--- src/rtl/hilo_unit.sv ---
// HI/LO sequencing stage: issues multiplies to the Booth multiplier, applies the
// MULTU correction to its signed product, and commits HI/LO; MTHI/MTLO write directly.
module hilo_unit #(
  parameter int unsigned TIMEOUT = 255
) (
  input  logic        clk,
  input  logic        reset,
  input  logic        op_valid,
  input  logic [2:0]  op,
  input  logic [31:0] rs,
  input  logic [31:0] rt,
  output logic        busy,
  output logic [31:0] hi,
  output logic [31:0] lo,
  output logic        err,
  output logic        mul_start,
  output logic [31:0] mul_a,
  output logic [31:0] mul_b,
  input  logic [63:0] mul_z,
  input  logic        mul_done
);

  localparam int unsigned CW = $clog2(TIMEOUT + 1);

  typedef enum logic [1:0] {
    S_IDLE,
    S_ARM,
    S_RUN,
    S_FIX
  } state_t;

  typedef enum logic [2:0] {
    OP_NOP   = 3'd0,
    OP_MULT  = 3'd1,
    OP_MULTU = 3'd2,
    OP_MTHI  = 3'd3,
    OP_MTLO  = 3'd4
  } op_t;

  state_t        state_q, state_d;
  logic          busy_q, busy_d;
  logic [31:0]   hi_q, hi_d;
  logic [31:0]   lo_q, lo_d;
  logic          err_q, err_d;
  logic          mul_start_q, mul_start_d;
  logic [31:0]   mul_a_q, mul_a_d;
  logic [31:0]   mul_b_q, mul_b_d;
  logic          uns_q, uns_d;
  logic [63:0]   p_q, p_d;
  logic [CW-1:0] cnt_q, cnt_d;

  logic [63:0]   corr_a, corr_b, p_fix;
  logic          timed_out;

  // Signed product -> unsigned product: add the other operand shifted up by 32
  // for every operand whose sign bit was misread as negative.
  always_comb begin
    corr_a = '0;
    corr_b = '0;
    if (uns_q && mul_a_q[31]) corr_a = {mul_b_q, 32'b0};
    if (uns_q && mul_b_q[31]) corr_b = {mul_a_q, 32'b0};
    p_fix = p_q + corr_a + corr_b;
  end

  assign timed_out = (cnt_q == CW'(TIMEOUT - 1));

  always_comb begin
    state_d     = state_q;
    busy_d      = busy_q;
    hi_d        = hi_q;
    lo_d        = lo_q;
    err_d       = err_q;
    mul_start_d = mul_start_q;
    mul_a_d     = mul_a_q;
    mul_b_d     = mul_b_q;
    uns_d       = uns_q;
    p_d         = p_q;
    cnt_d       = cnt_q;

    case (state_q)
      S_IDLE: begin
        if (op_valid) begin
          case (op)
            OP_MULT, OP_MULTU: begin
              mul_a_d     = rs;
              mul_b_d     = rt;
              uns_d       = (op == OP_MULTU);
              mul_start_d = 1'b1;
              busy_d      = 1'b1;
              cnt_d       = '0;
              state_d     = S_ARM;
            end
            OP_MTHI: hi_d = rs;
            OP_MTLO: lo_d = rs;
            default: ;
          endcase
        end
      end

      // A done=1 seen here is left over from the previous operation.
      S_ARM: begin
        cnt_d = cnt_q + CW'(1);
        if (timed_out) begin
          err_d       = 1'b1;
          mul_start_d = 1'b0;
          busy_d      = 1'b0;
          state_d     = S_IDLE;
        end else if (!mul_done) begin
          state_d = S_RUN;
        end
      end

      S_RUN: begin
        cnt_d = cnt_q + CW'(1);
        if (mul_done) begin
          p_d         = mul_z;
          mul_start_d = 1'b0;
          state_d     = S_FIX;
        end else if (timed_out) begin
          err_d       = 1'b1;
          mul_start_d = 1'b0;
          busy_d      = 1'b0;
          state_d     = S_IDLE;
        end
      end

      S_FIX: begin
        p_d     = p_fix;
        hi_d    = p_fix[63:32];
        lo_d    = p_fix[31:0];
        busy_d  = 1'b0;
        state_d = S_IDLE;
      end

      default: state_d = S_IDLE;
    endcase
  end

  always_ff @(posedge clk or negedge reset) begin
    if (!reset) begin
      state_q     <= S_IDLE;
      busy_q      <= 1'b0;
      hi_q        <= '0;
      lo_q        <= '0;
      err_q       <= 1'b0;
      mul_start_q <= 1'b0;
      mul_a_q     <= '0;
      mul_b_q     <= '0;
      uns_q       <= 1'b0;
      p_q         <= '0;
      cnt_q       <= '0;
    end else begin
      state_q     <= state_d;
      busy_q      <= busy_d;
      hi_q        <= hi_d;
      lo_q        <= lo_d;
      err_q       <= err_d;
      mul_start_q <= mul_start_d;
      mul_a_q     <= mul_a_d;
      mul_b_q     <= mul_b_d;
      uns_q       <= uns_d;
      p_q         <= p_d;
      cnt_q       <= cnt_d;
    end
  end

  assign busy      = busy_q;
  assign hi        = hi_q;
  assign lo        = lo_q;
  assign err       = err_q;
  assign mul_start = mul_start_q;
  assign mul_a     = mul_a_q;
  assign mul_b     = mul_b_q;

endmodule

--- config.mk ---
export PLATFORM = sky130hd
export DESIGN_NAME = hilo_unit
export DESIGN_NICKNAME = d
export VERILOG_FILES = /design/src/rtl/hilo_unit.sv
export SDC_FILE = /design/constraint.sdc
export NUM_CORES = 1
export LEC_CHECK = 0
export ABC_AREA = 1
export BUFFER_PORTS_ARGS = -buffer_cell sky130_fd_sc_hd__buf_4
export CORE_MARGIN = 1
export CORE_UTILIZATION = 40
export DETAILED_ROUTE_END_ITERATION = 16
export PLACE_DENSITY = 0.65
export SLEW_MARGIN = 20
export SYNTH_ARGS = -nofsm -noshare
export SYNTH_HDL_FRONTEND = slang
export SYNTH_SLANG_ARGS = --single-unit
--- constraint.sdc ---
create_clock -name clk -period 8.6 [get_ports clk]
set_clock_uncertainty 0.05 [all_clocks]
set_input_delay 0.43 -clock clk [delete_from_list [all_inputs] [get_ports clk]]
set_output_delay 0.43 -clock clk [all_outputs]
set_load 0.01 [all_outputs]
== After elaboration in Yosys (flattened, before gate mapping) ==
Cells that the tools add are included.

* Flip-flop bits (word level): 206
* Logic and storage cells: 80
* Output and inout port bits: 131
* Input bits: 135

* Reduce and logical (&&, ||, !) cells: 19
* Multiplexer cells: 31
* Equal/unequal tests: 16
* Add/subtract/negate cells: 3

{| class="wikitable"
|+ Operators by type and width
! operator !! number
|-
| $mux W64 || 3
|-
| $add A64 B64 Y64 || 2
|-
| $mux W32 || 4
|-
| $pmux W32 S2 || 2
|-
| $pmux W64 S2 || 1
|-
| $reduce_and A3 Y1 || 6
|-
| $mux W8 || 2
|-
| $pmux W8 S2 || 1
|-
| $mux W2 || 6
|-
| $add A8 B1 Y8 const B || 1
|-
| $eq A8 B8 Y1 const B || 1
|-
| $mux W1 || 8
|-
| $pmux W2 S4 || 1
|-
| $reduce_bool A2 Y1 || 4
|-
| $eq A3 B2 Y1 const B || 2
|-
| $ne A2 B1 Y1 const B || 3
|-
| $ne A2 B2 Y1 const B || 3
|-
| $ne A3 B3 Y1 const B || 2
|-
| $eq A2 B2 Y1 const B || 2
|-
| $pmux W1 S4 || 1
|-
| $reduce_and A2 Y1 || 2
|-
| $reduce_and A4 Y1 || 1
|-
| $reduce_or A2 Y1 || 2
|-
| $eq A3 B1 Y1 const B || 1
|-
| other kinds (7) || 8
|}

== Longest topological paths before layout ==
Gate-level depths: netlist of the first run.

* Depth after elaboration: 5
* Gate-level depth with buffers: 17
* Depth with buffers taken out: 16

== Least setup slack after synthesis of the first run ==
OpenSTA, ideal clock, no wires.

* Kind: register to register
* From: register mul_a_q[31] (netlist: mul_a[31])
* To: register hi_q[17] (netlist: hi[17])
* Period minus slack after synthesis: 2.913 ns
* Stages on the path, launching flop included: 18
* Setup time: 0.077 ns
* Slack: 5.687 ns
* Arrival: 2.786 ns
* Path through: dfrtp_1 nand2_1 clkbuf_1 nor2_1 fa_1 ha_1 inv_1 fa_1 inv_1 nand3_1 nand3_2 nand2_1 nand2_2 nand2_1 nand2_1 xor2_1 nand2_1 a21oi_1

* Cells in the longest elaborated chain, start to end: 5

{| class="wikitable"
|+ Ends and longest elaborated chain
! item !! RTL line !! text
|-
| start: declaration || 46 || <nowiki>logic [31:0] mul_a_q, mul_a_d;</nowiki>
|-
| start signal: assignment || 159 || <nowiki>mul_a_q <= mul_a_d;</nowiki>
|-
| $logic_and A1 B1 Y1 || 60 || <nowiki>if (uns_q && mul_a_q[31]) corr_a = {mul_b_q, 32'b0};</nowiki>
|-
| $mux W64 || 60 ||
|-
| $add A64 B64 Y64 (2 in a row) || 62 || <nowiki>p_fix = p_q + corr_a + corr_b;</nowiki>
|-
| $pmux W32 S2 || 80 || <nowiki>case (state_q)</nowiki>
|-
| end signal: assignment || 155 || <nowiki>hi_q <= hi_d;</nowiki>
|-
| end: declaration || 42 || <nowiki>logic [31:0] hi_q, hi_d;</nowiki>
|}

Every way passes these cells.
A chain may end at the register's enable or synchronous reset.

== Worst setup path after layout of the first run ==
* From: register uns_q
* To: register p_q[53]

* Cells in the longest elaborated chain, start to end: 5
* Elaborated cells on any way between the ends: 7
* Those cells by class: add/sub: 2; mux: 3; reduce/logical: 2

{| class="wikitable"
|+ Ends and longest elaborated chain
! item !! RTL line !! text
|-
| start: declaration || 48 || <nowiki>logic uns_q, uns_d;</nowiki>
|-
| start signal: assignment || 161 || <nowiki>uns_q <= uns_d;</nowiki>
|-
| $logic_and A1 B1 Y1 || 60 ||
|-
| $mux W64 || 60 ||
|-
| $add A64 B64 Y64 || 62 ||
|-
| $add A64 B64 Y64 * || 62 ||
|-
| $pmux W64 S2 * || 80 ||
|-
| end signal: assignment || 162 || <nowiki>p_q <= p_d;</nowiki>
|-
| end: declaration || 49 || <nowiki>logic [63:0] p_q, p_d;</nowiki>
|}

Mark *: on every way between the ends. The rest lies on a longest branch, timed or not.

==> results of run 1 <==
-- layer usage --
metal / vias to the layer above / global-route usage (%) / routed length [um]
li1: 5314 / - / -
met1: 5274 / 36.7 / 17500
met2: 369 / 38.6 / 17300
met3: 74 / 5.26 / 2870
met4: 0 / 9.57 / 1560
met5: - / 0 / 0
-- worst reg2reg max path, cell delays in order (launching register included) --
cell	delay (ns)
dfrtp_1	0.43
nand2_2	0.58
nor2_1	0.14
fa_1	0.52
ha_1	0.19
inv_1	0.06
fa_1	0.35
inv_1	0.11
nand3_1	0.09
nand3_2	0.10
nand3_1	0.08
nand3_1	0.24
nand2_1	0.16
nand3b_1	0.11
nand3_1	0.23
o21bai_1	0.24
-- registers in the layout, indices dropped and copies added (netlist names), 2 cells and up --
signal	flops
p_q	64
hi	32
lo	32
mul_a	32
mul_b	32
cnt_q	8
state_q	2
-- power groups by stage --
stage                     sequential (W)  combinational [W]  clock, W
after detailed placement         0.00173            0.00219         0
final                            0.00173            0.00219   0.00117
after floorplan                  0.00180            0.00114         0
after global routing             0.00178            0.00242   0.00122
after global placement           0.00172            0.00216         0
after CTS                        0.00172            0.00220   0.00118
-- Yosys cell counts (all sizes together) --
cell type	number
a21boi	1
a21o	1
a21oi	77
a31oi	45
and2	1
and3	1
buf	38
clkbuf	22
dfrtp	206
fa	32
ha	37
inv	196
mux2	32
nand2	442
nand3	76
nand3b	4
nand4	3
nor2	180
nor3	3
o211ai	12
o21ai	81
o21bai	17
o22ai	2
or2	6
xnor2	2
xor2	3
-- timing repair --
| item | CTS | global route |
|---|---|---|
| hold buffers | 1 | 0 |
| endpoints found under the setup margin | 0 | 0 |
| endpoints found under the hold margin | 64 | 0 |
-- area by class of cell --
| class | count | area, sq um | area share [%] |
|---|---|---|---|
| clock buffers | 36 | 737 | 4.86 |
| flip-flops and latches | 206 | 5150 | 34.0 |
| multi-input cells | 1058 | 5810 | 38.3 |
| repair buffers | 274 | 2070 | 13.6 |
| inverters | 196 | 739 | 4.87 |
| clock inverters | 10 | 175 | 1.15 |
| well taps | 390 | 488 | 3.22 |
| diodes | 1 | 2.50 | 0.0165 |
-- stage by stage --
step           cell area [sq um]  std cells  setup slack (ns)  util (%)  power, W
3_5_place_dp               14200       2123              4.89      48.2   0.00393
6_report                   15200       2171              4.83      51.3   0.00508
2_1_floorplan              12000       1520              5.69         -   0.00295
5_1_grt                    15200       2171              4.66      51.3   0.00542
4_1_cts                    15200       2170              4.89      51.3   0.00511
3_3_place_gp               14200       2123              4.59      48.2   0.00388
-- worst max path at each step --
stage | from | to | slack (ns) | cells past startpoint
floorplan | mul_a[31]$_DFFE_PN0P_ | hi[17]$_DFFE_PN0P_ | 5.69 | 17
global placement | uns_q$_DFFE_PN0P_ | p_q[53]$_DFFE_PN0P_ | 4.59 | 15
detailed placement | uns_q$_DFFE_PN0P_ | p_q[53]$_DFFE_PN0P_ | 4.89 | 15
CTS | uns_q$_DFFE_PN0P_ | p_q[53]$_DFFE_PN0P_ | 4.89 | 15
global route | uns_q$_DFFE_PN0P_ | p_q[53]$_DFFE_PN0P_ | 4.66 | 15
finish | uns_q$_DFFE_PN0P_ | p_q[53]$_DFFE_PN0P_ | 4.83 | 15
-- cell families after synthesis --
family	Yosys count	synth area share, %
XOR/XNOR	5	0.364
AO/OA/AOI/OAI	236	11.2
flip-flops	206	42.9
multiplexers	32	3.00
buffers and inverters	256	8.85
AND/OR/NAND/NOR	716	24.5
adder cells (fa/ha/maj)	69	9.18
==> flow_results.org, run 1 <==
** Clock network
- After clock tree synthesis, the clock-pin slew on the worst setup and hold paths is approximately 0.060 ns.
- Clock net sink count :: 206
- Buffers inserted during clock tree synthesis total 25.
- Clock latency on the worst-skew pair, taken at its later pin, is 0.54 ns.
- TritonCTS built the clock tree.
- Clock root cell :: clkbuf_16
- Post-CTS Repair Setup Buffers :: 0
- Largest buffer count on any clock path :: 3
- Post-CTS repair changed the size of 0 cells.
- CTS built an H-tree with a depth of 1.

** Timing
- The worst pin sits at a relative slew slack of 30.5%.
- Setup repair after global routing left no endpoint under its margin.
- Total Neg Setup Slack :: 0 ns
- The total count of max-transition violations in the final report is 0.
- After layout, the worst path uses 43.8% of the clock period.
- The worst path needs about 3.8 ns of the cycle, external delays included.
- The hold violation count in the final report is 0.
- Setup violations remaining at the end of the flow were counted as 0.
- Worst hold slack after final layout :: around 0.033 ns
- At the pin with the least slew margin, the transition time is 1.04 ns.
- Timing would allow up to 265 MHz.

** Critical path
- Top Family by Delay on Critical Path :: simple AND/OR/NAND/NOR gates
- The worst register-to-register path has a depth of 15.
- Setup slack on the worst reg-to-reg path comes out at 4.83 ns.
- Counting both buffers and inverters, the worst setup path holds a total of 2.
- Largest incremental delay on the critical path :: around 0.57 ns
- STA classifies the critical path startpoint as a register.
- The setup path with the least slack is of type reg -> reg.
- The worst setup path is captured at a register.
- Standard cell with the maximum stage delay on the critical path :: nand2_2
- Data arrives at the worst endpoint at 4.18 ns.
- Reg-to-Reg End :: p_q[53]$_DFFE_PN0P_
- Data on the critical path is required at its endpoint by 9.01 ns.
- Largest driver fanout on the critical path :: 30
- Top cell by count, worst path :: nand3_1
- Traced cell by cell, the critical path runs through nand2_2 > nor2_1 > fa_1 > ha_1 > inv_1 > fa_1 > inv_1 > nand3_1 > nand3_2 > nand3_1 > nand3_1 > nand2_1 > nand3b_1 > nand3_1 > o21bai_1.
- In this run the critical register-to-register path is launched from uns_q$_DFFE_PN0P_.

** Global routing
- The first global-routing pass estimated 60.9 mm of wire.
- After global routing the overflow that remains totals 0.
- Antenna violations before repair :: 1
- Entering global routing, the biggest net connects 79 pins.
- Overall global routing resource usage :: 25.7%
- The via count of the first global-routing pass came to 10726.

** Routing
- Post-detailed-route wirelength per cell :: 18.1 um
- Remaining routing DRC violations :: 0
- The first detailed-routing pass ran for 5 iterations.
- The routed layout has 11031 vias.
- The detail route stage leaves a number of antenna-violating nets equal to 0.
- In the routed layout, each cell is associated on average with a via count of 5.08.
- Wires add up to 39.2 mm.
- The first routing iteration left 800 violations.

** Power and ir drop
- Switching share of power :: about two fifths
- Gate power share :: 43.1%
- In this run the static leakage power is 7.83 nW.
- The clock network is responsible for 22.9% of the overall power.
- PwrDens :: between 300 and 400 mW/mm^2
- Switch Pwr :: 0.00204 W
- Cell internal power was estimated by the tool at about 0.0030 W.
- The worst-case IR drop observed on VDD is approximately 0.22 mV.
- Registers are responsible for 33.9% of the overall power.

** Cells and area
- Leaving out fill and tap cells, the most frequent cell in the layout is nand2_1.
- Fraction of final layout cells with drive strength greater than 1 :: approximately 22%
- Layout area overhead :: 26.3%
- Fin nets :: 1965
- In the layout the commonest cells are 429 x nand2_1, 272 x buf_4, 206 x dfrtp_1.
- Number of fill cells :: 2835

** Die
- Area of the core :: between 0.02 and 0.03 sq mm
- 266 I/O pins were placed.
- The die is 175 um tall.
- Die Width :: 175 um
- The floorplan step defined a die boundary enclosing 0.0307 sq mm.
- For this configuration, the core starts out at a cell density of 40.7%.
- Number of rows created at floorplan :: 63

** Logic synthesis
- Largest cells by area after synthesis :: dfrtp_1 43%, nand2_1 13%, inv_1 5.9%, nor2_1 5.4%, fa_1 5.3%
- Top cell type's share of synthesized area :: 42.9%
- Synthesized area per cell :: 7.91 sq um
- The synthesized netlist occupies a cell area of 0.0120 sq mm.
- Post-synth cell types :: 43
- Yosys printed 0 warnings.
- Mapped Cells :: 1520
- When the netlist entered floorplanning its net count stood at 1724.
- Sequential area share after synthesis :: 42.9%
- The synthesized design spends more area on one cell type than any other, namely dfrtp_1.
- The synthesized design contains 206 register bits.

** Hold path
- Counting instances, the worst hold path has a depth of 3.
- The path with the worst hold slack has its endpoint at mul_b[0]$_DFFE_PN0P_.
- The worst hold path belongs to the class in -> reg.
- Launch instance of the worst min-delay path :: rt[0]

** Run status
- Outcome :: complete, no violations

** Placement
- IO buf count :: 265
- Routability-driven placement finished with a final weighted congestion of 0.954.
- The HPWL after detailed placement is 29.5 mm.

** Job
- Across the run, the number of max-cap violations was 0.
Note: power is estimated with default switching activity, not from simulation.
==> run 2: changes to the inputs <==
ABC_AREA = 0   (was 1)
clock period = 3.59 ns   (was 8.6 ns; I/O delays follow)
==> run 2 against run 1 <==
- hold slack improved by 0.032 ns
- the flow now finishes with violations (negative setup slack)
- first-iteration DRC count fell by 4.1%
- highest routed layer unchanged
- final area increased by 12%
- clock-buffer cell count rose by 1
- largest power group unchanged
- global-route usage up 1.9 points
- power grew to 2.7 times the previous value
- setup slack worse by 4.8 ns
- area after synthesis fell by 6.0%
- sequential share of layout area decreased by 3.5 points
==> flow_results.org, run 2 <==
** Clock network
- CTS buffer count :: 25 (unchanged)
- Clock-pin slew reported for the worst setup and hold paths after clock tree synthesis :: 0.07 ns (about the same)
- Clock root cell :: clkbuf_16
- The worst-case clock buffer depth was 3 (unchanged).
- Insertion delay to the later sink of the worst-skew pair :: 0.55 ns (about the same)
- The depth of the CTS H-tree is 1 (unchanged).
- The number of clock sinks seen by CTS came to 206 (unchanged).
- CTS tree :: yes

** Logic synthesis
- The share of async-settable or async-resettable flops after synthesis is 100% (unchanged).
- Cell type with the highest aggregate area in the netlist :: dfrtp_1
- The commonest cells after synthesis are 288 x nand2_1, 206 x dfrtp_1, 72 x a21oi_1, 72 x and3_1, 64 x o21ai_0.
- Mapped cell area :: 0.0113 sq mm (-6.0%)
- The mean instance size in the synthesized netlist was 9.39 sq um (+19%).
- The fraction of the yosys area taken by sequential cells was 45.6% (+2.7 points).
- The post-synthesis register bit count is 206 (unchanged).
- Post-synth cell types :: 59 (+37%)
- Leading cell type by number of instances after synthesis :: nand2_1
- Ys flop type :: dfrtp_1
- The post-synthesis instance total is 1203 (-21%).
- Syn_nets :: 1407 (-18%)
- Yosys warnings :: 0 (unchanged)
- By area the synthesized netlist is led by dfrtp_1 46%, nand2_1 9.6%, fa_1 5.7%, ha_1 4.1%, and3_1 4.0%.
- Number of enable flip-flop cells after synthesis :: 0 (unchanged)
- Top cell type's share of synthesized area :: 45.6% (+2.7 points)

** Critical path
- For this design, the slowest cell found on the critical path is dfrtp_2.
- The worst setup path is launched from a register.
- Type of element capturing the critical path :: register
- Crit path buffers/inverters :: 1 (-1)
- Top Family by Delay on Critical Path :: compound AO/OA/AOI/OAI gates
- The maximum fanout count along the critical path was 15 (-50%).
- Req. time, crit path :: 3.98 ns (-5.03 ns)
- Cell-by-cell listing of the critical path :: buf_8 > and3_1 > fa_1 > ha_1 > a21o_1 > o21bai_2 > a221oi_4 > a21oi_1 > or2_4 > a311oi_4 > xor2_1 > o31ai_1
- Largest incremental delay on the critical path :: 0.46 ns (-0.11 ns)
- Arr. time, crit path :: 4.00 ns (-0.18 ns)
- Kind of critical path :: reg -> reg

** Routing
- The post-detailed-route wirelength per cell was 19.5 um (+7.8%).
- Router iterations before antenna repair :: 5 (unchanged)
- The via count came to 10704 (-3.0%).
- The number of antenna-violating nets in the routed design is 0 (unchanged).
- The number of violations reported at the end of detailed-routing iteration 0 is 767 (-4.1%).
- The ratio of routed vias to standard cells came to 5.22 (+2.7%).
- The total DRC errors in the routed layout was 0 (unchanged).
- Total Wirelength :: 39.9 mm (+1.8%)

** Cells and area
- Number of fill cells :: 2412 (-15%)
- Fin nets :: 1858 (-5.4%)
- In the layout the commonest cells are 361 x buf_4, 286 x nand2_1, 205 x dfrtp_1.
- Fraction of final layout cells with drive strength greater than 1 :: 31.2% (+9.1 points)
- Layout area overhead :: 49.8%
- Number of antenna cells inserted :: 0 (-1)
- Largest reg by FF count :: p_q
- Largest register FFs :: 64 (unchanged)
- Leading cell type in the layout, fill and taps excluded :: buf_4
- The final standard cell area without fillers came to 0.0169 sq mm (+12%).

** Hold path
- The worst hold path belongs to the class in -> reg.

** Power and ir drop
- The ratio of total power to cell area is 818 mW/mm^2 (+140%).
- Leakage Power :: 8.44 nW (+7.8%)
- The highest ir drop seen on vdd came to 0.519 mV (+140%).

** Die
- The starting density of the core was 40.7% (about the same).
- The number of standard-cell rows in the floorplan was 61 (-3.2%).
- The chip width is 170 um (-3.0%).
- Chip Height :: 170 um (-3.0%)
- Area of the core :: 0.0278 sq mm (-6.0%)
- Count of pins on the block boundary :: 266 (unchanged)
- Total Die Area :: 0.0289 sq mm (-5.9%)

** Run status
- Failing checks :: negative setup slack
- Outcome :: complete, but fails checks

** Placement
- The last weighted congestion value of the routability-driven placer is 0.925 (-3.1%).
- Total placed instance area :: 0.0143 sq mm (+0.27%)
- The final HPWL from detailed placement came to 28.1 mm (-4.9%).
- IO buf count :: 265 (unchanged)

** Global routing
- The overall overflow remaining after global route came to 0 (unchanged).
- Wire length of the first global-routing pass :: 60.9 mm (about the same)
- Antenna violations before repair :: 0 (-1)
- The via count of the first global-routing pass was 10888 (+1.5%).
- The total track usage came to 27.6% (+1.9 points).
- The pin count of the biggest net entering global routing came to 107 (+35%).

** Timing
- RSZ-0062 raised after global routing :: true
- Slew Limit Headroom :: 28.9% (-1.7 points)
- Slew Viols, Final :: 0 (unchanged)
- Number of endpoints failing setup at the final stage :: 2 (+2)
- Highest Clock Rate :: 277 MHz (+4.6%)
- Worst setup slack after layout :: -0.0149 ns (-4.84 ns)
- Post-route fraction of the period consumed by the critical path :: 100% (+57 points)
- The slew at the pin closest to its max-slew limit came to 1.07 ns (+0.0268 ns).
- The minimum hold slack came to 0.0648 ns (+0.0321 ns).
- The time the worst path needs with I/O delays and setup is 3.60 ns (-0.166 ns).
- Hold Violations, Final :: 0 (unchanged)

** Job
- Maximum Capacitance Violations :: 0 (unchanged)
[run 2: cell count changes after synthesis, moves of 17 or more]
cell	previous run	this run
a21o_1	1	27
a31oi_1	45	6
and3_1	0	72
buf_2	23	6
clkbuf_1	22	61
inv_1	190	17
nand2_1	430	288
nand3_1	69	19
nor2_1	173	62
nor2b_1	0	26
o22ai_1	2	21
xnor2_1	2	22
[run 2: worst paths after layout]
kind	start	endpoint	slack (ns)	cells past startpoint
min in group asynchronous	reset	mul_b[8]$_DFFE_PN0P_	0.22	2
max in group asynchronous	reset	p_q[9]$_DFFE_PN0P_	2.33	3
min	op[2]	uns_q$_DFFE_PN0P_	0.06	4
max	uns_q$_DFFE_PN0P_	p_q[60]$_DFFE_PN0P_	-0.01	12
max reg2reg	uns_q$_DFFE_PN0P_	p_q[60]$_DFFE_PN0P_	-0.01	12
min reg2reg	err$_DFFE_PN0P_	err$_DFFE_PN0P_	0.42	1
[run 2: cells by family (layout without fill, tap and decap cells)]
family / Yosys count / count (layout) / share of synthesized area, %
AO/OA/AOI/OAI: 261 / 261 / 14.9
XOR/XNOR: 34 / 34 / 2.64
adder cells (fa/ha/maj): 69 / 69 / 9.77
buffers and inverters: 93 / 563 / 3.22
flip-flops: 206 / 206 / 45.6
multiplexers: 44 / 44 / 4.26
AND/OR/NAND/NOR: 496 / 496 / 19.6
[run 2: area by class of cell]
type	instances	area, sq um	share of cell area, %
tap	378	473	2.79
clock inverter	9	98.8	0.584
multi-input combinational	904	6230	36.8
sequential	206	5160	30.5
timing repair buffer	500	4130	24.4
inverter	17	63.8	0.377
clock buffer	37	771	4.55
[run 2: metal layers]
| metal | share of wire (%) | wire length, um | global-route usage, % |
|---|---|---|---|
| met1 | 39 | 15700 | 32.5 |
| met2 | 50 | 20000 | 49.2 |
| met3 | 6.5 | 2600 | 5.53 |
| met4 | 3.9 | 1570 | 10.9 |
| met5 | 0 | 0 | 0 |
[run 2: report_power, final]
group / total (W) / internal (W) / switching [W]
sequential: 0.00437 / 0.00342 / 0.000952
clock: 0.00263 / 0.00157 / 0.00106
combinational: 0.00684 / 0.00324 / 0.00360
[run 2: stage by stage]
stage | utilization, % | total power (W) | worst slack [ns] | cells | setup TNS, ns
finish | 60.9 | 0.0138 | -0.0149 | 2051 | -0.0285
global route | 60.9 | 0.0147 | -0.129 | 2051 | -1.38
detailed placement | 51.4 | 0.0107 | -0.271 | 1869 | -3.07
CTS | 59.8 | 0.0136 | 0.0000977 | 2047 | 0
floorplan | - | 0.00738 | 0.0746 | 1203 | 0
global placement | 51.4 | 0.0106 | -0.142 | 1869 | -1.19
[run 2: timing repair]
action | 4_1_cts | 5_1_grt
hold buffers | 130 | 0
endpoints found under the setup margin | 33 | 34
resized for setup | 24 | 55
pin swaps | 15 | 25
hold endpoints to repair | 248 | 0
setup buffers | 2 | 4
[run 2: worst register-to-register path: cells and delay by family (launching register included)]
kind | cells | cell delay, ns
AO/OA/AOI/OAI | 6 | 1.40
adder cells (fa/ha/maj) | 2 | 0.77
AND/OR/NAND/NOR | 2 | 0.52
flip-flops | 1 | 0.46
buffers and inverters | 1 | 0.17
XOR/XNOR | 1 | 0.11
==> run 3: changes to the inputs <==
CTS_BUF_LIST = sky130_fd_sc_hd__clkbuf_8   (was not set)
==> run 3 against run 2 <==
- the run now ends clean
- hold slack lost 0.0080 ns
- clock power shrank 11%
- critical path depth grew 3
- largest power group unchanged
- utilization shrank 0.61 points
- sequential share of layout area grew 0.32 points
- largest cell class unchanged
- clock-buffer cell count grew 13
- critical path type unchanged
- final cell count grew 0.83%
- sequential cell count is the same
- highest routed layer unchanged
- sequential power is essentially flat
- power shrank 2.3%
- final area shrank 1.0%
==> flow_results.org, run 3 (synthesis results as in run 2) <==
** Cells and area
- The area growth from synthesis to layout is 48.3%.
- Fin nets :: 1871 (+0.70%)
- Leading cell type in the layout, fill and taps excluded :: buf_4
- The fraction of layout instances using a drive strength above 1 is 31.1% (-0.12 points).
- Leaving out fill and tap cells, the most frequent cells in the layout are 363 x buf_4, 286 x nand2_1, 204 x dfrtp_1.
- The flip-flop count of the largest register after layout is 64 (unchanged).
- The area occupied by registers was 0.00516 sq mm (about the same).
- The multi-input logic area came to 0.00618 sq mm (-0.92%).
- Utilization of the core after routing :: 60.3% (-0.61 points)
- Number of fill cells :: 2431 (+0.79%)
- Post-layout instance area :: 0.0168 sq mm (-1.0%)
- Largest reg by FF count :: p_q

** Die
- Count of pins on the block boundary :: 266 (unchanged)
- The starting density of the core came to 40.7% (unchanged).
- The number of standard-cell rows in the floorplan came to 61 (unchanged).
- The chip height came to 170 um (unchanged).
- The area of the die came to 0.0289 sq mm (unchanged).
- The core area is 0.0278 sq mm (unchanged).
- Die Width :: 170 um (unchanged)

** Routing
- Routed met3 length :: 2.64 mm (+1.5%)
- Number of nets still failing antenna checks after routing :: 0 (unchanged)
- The total length of routed met2 wires was 20.1 mm (+0.42%).
- The highest metal layer carrying signal wires in the routed design is met4.
- Via count of the routed design :: 10712 (+0.075%)
- The met1 layer wirelength in the final routing is 15.8 mm (+0.57%).
- The post-detailed-route wirelength per cell came to 19.4 um (-0.29%).
- The total DRC errors in the routed layout was 0 (unchanged).
- The routed wire length came to 40.1 mm (+0.54%).
- The number of search-and-repair iterations in the first detailed-routing pass is 5 (unchanged).
- The ratio of routed vias to standard cells came to 5.18 (-0.75%).
- The number of violations reported at the end of detailed-routing iteration 0 was 763 (-0.52%).

** Power and ir drop
- Maximum VDD drop :: 0.485 mV (-6.7%)
- PwrDens :: 807 mW/mm^2 (-1.3%)
- The total leakage power is 8.44 nW (about the same).
- Power, Total :: 0.0135 W (-2.3%)

** Timing
- The final setup violation count was 0 (-2).
- The time the worst path needs with I/O delays and setup was 3.59 ns (-0.0189 ns).
- The hold violation count in the final report was 0 (unchanged).
- The slew at the pin closest to its max-slew limit was 1.04 ns (-0.0237 ns).
- The share of the clock period used by the worst path came to 99.9% (-0.53 points).
- Worst hold slack after final layout :: 0.0567 ns (-0.00804 ns)
- The relative max-transition margin is 30.4% (+1.6 points).
- The total count of max-transition violations in the final report was 0 (unchanged).
- The maximum operating frequency is 279 MHz (+0.53%).
- Setup repair after global routing could not meet its margin everywhere.

** Global routing
- The via count of the first global-routing pass was 10925 (+0.34%).
- The wire length of the first global-routing pass was 60.9 mm (about the same).
- The overall overflow remaining after global route came to 0 (unchanged).
- The total track usage came to 27.8% (+0.17 points).
- The initial antenna violation count was 0 (unchanged).
- The pin count of the biggest net entering global routing is 107 (unchanged).

** Critical path
- Kind of launch point of the worst setup path :: register
- R2r worst-path depth :: 15 (+3)
- The required time at the worst-slack endpoint is 3.98 ns (about the same).
- The worst setup path is captured at a register.
- The maximum fanout count along the critical path was 6 (-9).
- Arr. time, crit path :: 3.98 ns (-0.02 ns)
- The worst setup path is of the reg -> reg kind.

** Clock network
- Clock-pin slew reported for the worst setup and hold paths after clock tree synthesis :: 0.07 ns (about the same)
- The depth of the CTS H-tree is 2 (+1).
- Insertion delay to the later sink of the worst-skew pair :: 0.56 ns (about the same)
- CTS tree :: yes
- CTS buffer count :: 38 (+52%)
- The cell sitting at the root of the clock tree is a clkbuf_8.
- The number of clock sinks seen by CTS is 206 (unchanged).
- The worst-case clock buffer depth is 3 (unchanged).

** Hold path
- Number of stages on the worst hold path :: 4 (unchanged)
- The path class of the tightest hold or removal check is in -> reg.

** Placement
- The final HPWL from detailed placement came to 28.1 mm (unchanged).
- IO buf count :: 265 (unchanged)
- The last weighted congestion value of the routability-driven placer is 0.925 (unchanged).
- Total placed instance area :: 0.0143 sq mm (unchanged)

** Job
- Maximum Capacitance Violations :: 0 (unchanged)

** Run status
- The flow ran to the end, and the final reports show no timing, DRC or antenna violations.
[run 3: final timing paths]
check	slack [ns]	from	to
worst max register to register	0.004	uns_q$_DFFE_PN0P_	p_q[63]$_DFFE_PN0P_
min in group asynchronous	0.20	reset	mul_b[10]$_DFFE_PN0P_
max in group asynchronous	2.36	reset	p_q[10]$_DFFE_PN0P_
worst max-delay path	0.004	uns_q$_DFFE_PN0P_	p_q[63]$_DFFE_PN0P_
worst min-delay path	0.06	op[2]	uns_q$_DFFE_PN0P_
worst min register to register	0.42	err$_DFFE_PN0P_	err$_DFFE_PN0P_
[run 3: metrics by stage]
stage	setup TNS, ns	worst slack [ns]	std cells
finish	0	0.00397	2068
CTS	-0.00373	-0.00373	2062
global route	-1.91	-0.149	2067
floorplan	0	0.0746	1203
detailed placement	-3.07	-0.271	1869
global placement	-1.19	-0.142	1869
[run 3: repair_timing]
item                       CTS  global route
hold buffers               130             0
gates cloned                 0             1
resized for setup           25            43
buffers inserted             1             4
hold endpoints to repair   248             0
pin swaps                   10            20
setup endpoints to repair   33            36
[run 3: metal layers]
metal / vias up / GRT usage, %
li1: 5069 / -
met1: 5146 / 32.8
met2: 400 / 49.3
met3: 97 / 5.74
met4: 0 / 10.9
met5: - / 0
[run 3: power by group]
part | internal (W) | switching (W)
registers | 0.00342 | 0.000961
clock network | 0.00131 | 0.00103
logic | 0.00322 | 0.00358
[run 3: final cells by class]
type / count / area share [%]
Antenna cell: 1 / 0.0149
Clock buffer: 50 / 4.11
Clock inverter: 12 / 0.493
Inverter: 17 / 0.381
Multi-Input combinational cell: 904 / 36.9
Sequential cell: 206 / 30.8
Tap cell: 378 / 2.82
Timing Repair Buffer: 500 / 24.5
[run 3: critical path, cell delays in order, from the launching register on]
cell	delay, ns
dfrtp_2	0.45
buf_4	0.16
and3_1	0.17
fa_1	0.50
inv_1	0.07
fa_2	0.39
nand2b_4	0.17
a2111oi_4	0.30
a211oi_2	0.08
o2111ai_1	0.21
buf_4	0.17
nand2_2	0.08
o221ai_2	0.20
xnor2_1	0.14
nor2_1	0.08
o31ai_1	0.23
